$ cat config.mk
export PLATFORM = sky130hd
export DESIGN_NAME = jk_counter_ctrl
export DESIGN_NICKNAME = d
export VERILOG_FILES = /design/src/rtl/jk_counter_ctrl.sv
export SDC_FILE = /design/constraint.sdc
export NUM_CORES = 1
export LEC_CHECK = 0
export BUFFER_PORTS_ARGS = -buffer_cell sky130_fd_sc_hd__buf_2
export CORE_MARGIN = 2
export CORE_UTILIZATION = 40
export DETAILED_ROUTE_END_ITERATION = 8
export HOLD_SLACK_MARGIN = 0.12
export PLACE_DENSITY = 0.71
export SYNTH_ARGS = -nofsm -noshare
export SYNTH_HDL_FRONTEND = slang
export SYNTH_SLANG_ARGS = --single-unit
export TNS_END_PERCENT = 30
$ cat constraint.sdc
create_clock -name clk -period 2.81 [get_ports clk]
set_clock_uncertainty 0.15 [all_clocks]
set_input_delay 0.1405 -clock clk [delete_from_list [all_inputs] [get_ports clk]]
set_output_delay 0.1405 -clock clk [all_outputs]
set_load 0.005 [all_outputs]
$ cat src/rtl/jk_counter_ctrl.sv
// Excitation controller for a JK flop bank forming a mod-MODULUS up/down counter.
// Keeps a shadow count and forces the bank clear on a divergence fault.
module jk_counter_ctrl #(
  parameter int WIDTH   = 4,
  parameter int MODULUS = 10
) (
  input  logic             clk,
  input  logic             rst,
  input  logic             en,
  input  logic             up,
  input  logic             load,
  input  logic [WIDTH-1:0] load_val,
  input  logic             clr_err,
  input  logic [WIDTH-1:0] q_fb,
  output logic [WIDTH-1:0] j,
  output logic [WIDTH-1:0] k,
  output logic             tc,
  output logic             err,
  output logic [WIDTH-1:0] count
);

  localparam logic [WIDTH:0]   MOD = (WIDTH+1)'(MODULUS);
  localparam logic [WIDTH-1:0] TOP = WIDTH'(MODULUS - 1);

  typedef enum logic {
    RUN   = 1'b0,
    FAULT = 1'b1
  } state_t;

  state_t           state;
  state_t           state_nxt;
  logic [WIDTH-1:0] nxt;
  logic [WIDTH:0]   q_ext;
  logic [WIDTH:0]   lv_ext;
  logic             mismatch;
  logic             force_clr;

  assign q_ext    = {1'b0, q_fb};
  assign lv_ext   = {1'b0, load_val};
  assign mismatch = (q_fb != count);

  always_comb begin
    nxt = q_fb;
    unique case (1'b1)
      load: begin
        nxt = (lv_ext >= MOD) ? '0 : load_val;
      end
      (~load & en & up): begin
        nxt = (q_fb >= TOP) ? '0 : q_fb + 1'b1;
      end
      (~load & en & ~up): begin
        nxt = (q_fb == '0 || q_ext >= MOD) ? TOP : q_fb - 1'b1;
      end
      default: ;
    endcase
  end

  always_comb begin
    state_nxt = state;
    unique case (state)
      RUN:     if (mismatch) state_nxt = FAULT;
      FAULT:   if (clr_err)  state_nxt = RUN;
      default: state_nxt = RUN;
    endcase
  end

  always_ff @(posedge clk) begin
    if (rst) begin
      state <= RUN;
      count <= '0;
    end else begin
      state <= state_nxt;
      if (state == RUN && !mismatch) begin
        count <= nxt;
      end else if (state == FAULT && clr_err) begin
        count <= '0;
      end
    end
  end

  // Reset and FAULT both drive K=1 on every flop so the bank lands on 0
  assign force_clr = rst | (state == FAULT);

  always_comb begin
    j  = nxt & ~q_fb;
    k  = ~nxt & q_fb;
    tc = en & ~load & (up ? (q_fb == TOP) : (q_fb == '0));
    if (force_clr) begin
      j  = '0;
      k  = '1;
      tc = 1'b0;
    end
  end

  assign err = (state == FAULT);

endmodule

==> impl_metrics.csv, run 1 <==
group,metric,value,unit
clock_tree,cts_tree,"done",
power,ir_worst_vdd,0.000293,V
floorplanning,design.die.area,0.00206,mm^2
global_route,grt_max_degree,15,
timing,drv_slew,0,
critical_path,cp.arrival,1780,ps
global_route,grt_usage,17.5,%
clock_tree,cts_sinks,5,
critical_path,path_class,"input port to output pin",
yosys,synth-main-ff-cell,"dfxtp_1",
yosys,synthTopCellsByCount,"inv_1, dfxtp_1, nor2_1, nor3_1, xnor2_1",
yosys,synth.distinct_cells,43,
clock_tree,cts.clk_slew.worst_paths,40,ps
routing,drt_pass1_iterations,4,
critical_path,ff2ff_path_depth,5,
yosys,netlist.area_leader.share,14.6,%
routing,vias,721,
timing,finalCritPeriodShare,73.7,%
flow_run,max_cap_viol_count,0,
routing,drc,0,
yosys,synth-seq-cells,5,
floorplanning,rows,14,
power,swShare,33.1,%
timing,fin_crit,2070,ps
yosys,syn-num-nets,104,
floorplanning,io_pins,28,
yosys,synthTopCellsByArea,"dfxtp_1, ha_1, xnor2_1",
timing,achievable-frequency,483,MHz
clock_tree,cts_made_buffers,3,
yosys,synthArstFlopShare,0,%
power,pwr-share-comb,36.1,%
power,p_int,165,uW
finish,final_area,837,um^2
power,seqPwrFrac,30.5,%
place,dp_hpwl,1.32,mm
place,place_area,811,um^2
power,p_sw,81.5,uW
critical_path,crit_slowest_cell,"or3b_1",
global_route,grt_pass1_wl,2.76,mm
routing,drt_iter0_markers,15,
critical_path,endpoint_kind,"output pin",
global_route,antenna_found_initial,0,
hold_path,worstHoldPathType,"input port to flip-flop",
yosys,synth_seq_area_share,14.6,%
timing,hold_viol_final,0,
power,p_total,246,uW
power,pwr-share-clk,33.4,%
critical_path,crit_family,"simple AND/OR/NAND/NOR gates",
clock_tree,cts_hold_buffers,0,
yosys,synth_top_cell_by_area,"dfxtp_1",
finish,antenna_cells,0,
clock_tree,cts_post_setup_buffers_inserted,0,
clock_tree,worstSkewPairLatency,240,ps
yosys,netlist_area,687,um^2
timing,tns,0,ps
critical_path,critPathLaunchType,"input port",
critical_path,cp.required,2520,ps
place,io_buffer_count,27,
routing,vias_per_cell,5.72,
power,power.density,294,mW/mm^2
critical_path,crit_fanout,9,
critical_path,path_common_cell,"buf_2",
yosys,syn_avg_cell_area,7.99,um^2
place,gp_congestion,0.860,
floorplanning,core,0.00156,mm^2
global_route,grt_pass1_vias,616,
clock_tree,root_buffer,"clkbuf_4",
critical_path,path_cells,"buf_2 -> inv_1 -> ha_1 -> or3b_1 -> a21oi_2 -> a211oi_1 -> nor3_1 -> buf_2",
routing,wirelength,1.62,mm
finish,nets,129,
timing,slew_headroom,67.2,%
finish,drive_gt1_share,40.0,%
routing,ant_nets,0,
critical_path,path_depth,8,
finish,area_growth,21.9,%
yosys,yosysMostFrequentCell,"inv_1",
yosys,synth_edf_count,0,
hold_path,min_path_cells,3,
clock_tree,htree_levels,1,
critical_path,critPathBufInv,3,
floorplanning,die_x,45.4,um
outcome,status,"finished clean",
floorplanning,start_util,44.1,%
critical_path,cpPeakStageDelay,420,ps
yosys,ys_warn_count,0,
timing,finalSetupViolCount,0,
global_route,grt_overflow,0,
clock_tree,cts_buffer_depth,2,
yosys,syn_inst,86,
power,p_leak,0.342,nW
timing,rsz0062_at_grt,"no",
clock_tree,ctsResizeCount,0,
routing,wl_per_cell,12.8,um
timing,worstMarginPinSlew,489,ps
floorplanning,fp.dieH,45.4,um
cell type report:
class                           instances  area, um^2
Tap cell                               16        20.0
Sequential cell                         5         100
Clock buffer                            4        26.3
Fill cell                             162         722
Multi-Input combinational cell         66         526
Timing Repair Buffer                   27         135
Inverter                                8        30.0
tightest hold or removal path, delay by kind of cell:
kind / cells / cell delay (ps)
AOI/OAI and AO/OA: 2 / 250
buffers and inverters: 1 / 160
flip-flops by register name, indices dropped and copies added, names as in the netlist:
signal,flops
count,4
err,1
power by group through the flow:
stage	sequential, mW	combinational (mW)	clock, mW
floorplan	0.0763	0.0596	0
global placement	0.0764	0.0876	0
detailed placement	0.0764	0.0888	0
CTS	0.0750	0.0892	0.0849
global route	0.0753	0.0999	0.0911
finish	0.0751	0.0889	0.0823
layer usage:
metal  track usage (%)  share of wire, %
met1              26.7                52
met2              26.5                43
met3              3.97               5.0
met4                 0                 0
met5                 0                 0
per-stage QoR:
step / util, % / hold WS [ps] / setup slack [ps] / cells
after floorplan: - / 224 / 969 / 86
after global placement: 52.0 / 333 / 796 / 122
after detailed placement: 52.0 / 338 / 757 / 122
after CTS: 53.7 / 177 / 743 / 126
after global routing: 53.7 / 207 / 607 / 126
final: 53.7 / 190 / 740 / 126
logic make-up after synthesis:
kind of cell,after synthesis,synth area share (%)
AOI/OAI and AO/OA,28,35.7
xor gates and xnor gates,6,7.65
buffers and inverters,15,8.93
DFF,5,14.6
adders and majority gates,4,7.29
and+or+nand+nor,28,25.9
worst paths after layout:
| check | start | endpoint | slack, ps |
|---|---|---|---|
| worst min-delay path | q_fb[0] | count[0] | 190 |
| worst max register to register | count[2] | count[0] | 1190 |
| worst max-delay path | q_fb[0] | j[2] | 740 |
| worst min register to register | count[1] | count[1] | 350 |
cell usage in the layout (no fill, tap or decap), types with 3 or more instances in the layout:
master    Yosys  layout
ha_1          4       4
dfxtp_1       5       5
buf_2         4      27
inv_1         8       8
xnor2_1       5       5
clkbuf_4      0       3
nor3_1        5       5
nor2_1        5       5
nand2_1       4       4
Note: power is estimated with default switching activity, not from simulation.
==> run 2: changes to the inputs <==
==> constraint.sdc (replaced) <==
create_clock -name clk -period 2.05 [get_ports clk]
set_clock_uncertainty 0.15 [all_clocks]
set_input_delay 0.1025 -clock clk [delete_from_list [all_inputs] [get_ports clk]]
set_output_delay 0.1025 -clock clk [all_outputs]
set_load 0.005 [all_outputs]
==> run 2 against run 1 <==
Effect of this change: sequential share of layout area is 0.72 points lower; first-iteration DRC count is 53% lower; via count is 1.9% higher; global-route usage is 0.31 points lower; critical path depth stayed put; flip-flop and latch count stayed put; clock power is 45% higher; largest cell class unchanged.
==> impl_metrics.csv, run 2 (synthesis gave the netlist of run 1 again) <==
group,metric,value,unit
finish,antenna_cells,0,
hold_path,worstHoldPathType,"input port to flip-flop",
finish,drive_gt1_share,42.1,%
finish,layout_common_cells,"buf_2, inv_1",
critical_path,critPathBufInv,3,
outcome,status,"finished clean",
routing,vias_per_cell,5.65,
timing,achievable-frequency,519,MHz
hold_path,min_path_cells,3,
place,io_buffer_count,27,
global_route,grt_pass1_wl,2.73,mm
global_route,grt_overflow,0,
routing,wl_per_cell,13.3,um
timing,finalSetupViolCount,0,
power,seqPwrFrac,28.9,%
routing,ant_nets,0,
critical_path,crit_family,"compound AO/OA/AOI/OAI gates",
critical_path,path_class,"input port to output pin",
finish,multi_input_area,542,um^2
routing,drc,0,
critical_path,critPathLaunchType,"input port",
global_route,antenna_found_initial,0,
finish,fillCellCount,139,
global_route,grt_usage,17.2,%
floorplanning,rows,14,
finish,largest_register,"count",
place,dp_hpwl,1.35,mm
finish,final_common_cell,"buf_2",
timing,drv_slew,0,
power,p_leak,0.361,nW
global_route,grt_max_degree,15,
timing,slew_headroom,68.3,%
floorplanning,io_pins,28,
floorplanning,fp.dieH,45.4,um
finish,area_growth,29.7,%
routing,drt_iter0_markers,7,
finish,final-seq-area,100,um^2
finish,nets,133,
timing,fin_crit,1930,ps
critical_path,ff2ff_path_depth,5,
critical_path,crit_fanout,9,
clock_tree,cts_tree,"done",
power,ir_worst_vdd,0.000205,V
clock_tree,worstSkewPairLatency,240,ps
critical_path,crit_slowest_cell,"or3b_1",
critical_path,path_depth,8,
clock_tree,htree_levels,1,
finish,largest_reg_flops,4,
clock_tree,cts_post_setup_buffers_inserted,0,
power,pwr-share-comb,37.8,%
critical_path,cpPeakStageDelay,400,ps
clock_tree,cts_buffer_depth,2,
power,pwr-share-clk,33.4,%
critical_path,path_cells,"clkbuf_4 -> inv_1 -> ha_4 -> or3b_1 -> a21oi_2 -> a211oi_1 -> a21o_1 -> buf_2",
routing,wirelength,1.72,mm
timing,finalCritPeriodShare,93.9,%
timing,tns,0,ps
critical_path,endpoint_kind,"output pin",
floorplanning,start_util,44.1,%
floorplanning,die_x,45.4,um
clock_tree,root_buffer,"clkbuf_4",
power,p_int,235,uW
clock_tree,cts.clk_slew.worst_paths,50,ps
routing,drt_pass1_iterations,4,
critical_path,cp.arrival,1670,ps
place,gp_congestion,0.836,
flow_run,max_cap_viol_count,0,
routing,vias,735,
global_route,grt_pass1_vias,625,
power,p_sw,121,uW
clock_tree,cts_sinks,5,
timing,worstMarginPinSlew,473,ps
timing,rsz0062_at_grt,"no",
floorplanning,design.die.area,0.00206,mm^2
floorplanning,core,0.00156,mm^2
critical_path,cp.required,1800,ps
power,power.density,400,mW/mm^2
clock_tree,cts_made_buffers,3,
timing,hold_viol_final,0,
power,p_total,356,uW
power,swShare,34.0,%
-- run 2: cell types whose count changed in the layout (fill, tap and decap cells not counted) --
cell | previous run | this run
a21oi_2 | 1 | 2
clkbuf_4 | 3 | 4
dlygate4sd3_1 | 0 | 2
ha_4 | 0 | 1
buf_2 | 27 | 26
a21oi_1 | 2 | 1
buf_4 | 0 | 2
ha_1 | 4 | 3
-- run 2: final timing paths --
check                           startpoint  slack [ps]       end
worst min-delay path               q_fb[2]         150  count[2]
worst max register to register         err         350  count[0]
worst min register to register    count[2]         340  count[2]
worst max-delay path               q_fb[0]         120      k[2]
-- run 2: final cells by class --
| class | instances | share of cell area [%] |
|---|---|---|
| flip-flops and latches | 5 | 11.2 |
| repair buffers | 31 | 19.4 |
| well taps | 16 | 2.25 |
| inverters | 8 | 3.37 |
| multi-input cells | 66 | 60.8 |
| clock buffers | 4 | 2.95 |
-- run 2: power by group through the flow --
stage               Sequential [mW]  Combinational (mW)  Clock, mW
finish                        0.103               0.134      0.119
global route                  0.103               0.148      0.126
CTS                           0.103               0.130      0.121
detailed placement            0.105               0.126          0
global placement              0.105               0.124          0
floorplan                     0.105              0.0816          0
-- run 2: per-layer routing --
| layer | GRT usage [%] | part of all wire [%] |
|---|---|---|
| met1 | 25.3 | 50 |
| met2 | 26.5 | 45 |
| met5 | 0 | 0 |
| met3 | 1.98 | 4.9 |
| met4 | 4.12 | 0 |
-- run 2: metrics by stage --
step / setup slack (ps) / utilization, % / instances / cell area [um^2] / hold slack, ps
floorplan: 264 / - / 86 / 687 / 148
CTS: 50.3 / 55.9 / 130 / 872 / 144
global placement: 114 / 53.0 / 124 / 826 / 296
finish: 125 / 57.1 / 130 / 891 / 150
detailed placement: 69.0 / 53.0 / 124 / 826 / 317
global route: 6.78 / 57.1 / 130 / 891 / 173
-- run 2: repair_timing --
item | 4_1_cts | 5_1_grt
hold buffers | 2 | 0
resized for setup | 0 | 4
endpoints found under the hold margin | 1 | 0
setup endpoints to repair | 0 | 7
-- run 2: worst register-to-register path: stages, from the launching register on --
cell           delay, ps
dfxtp_1              380
a21oi_1               80
dlygate4sd3_1        560
o21ai_1              110
inv_1                 80
a22o_1               220
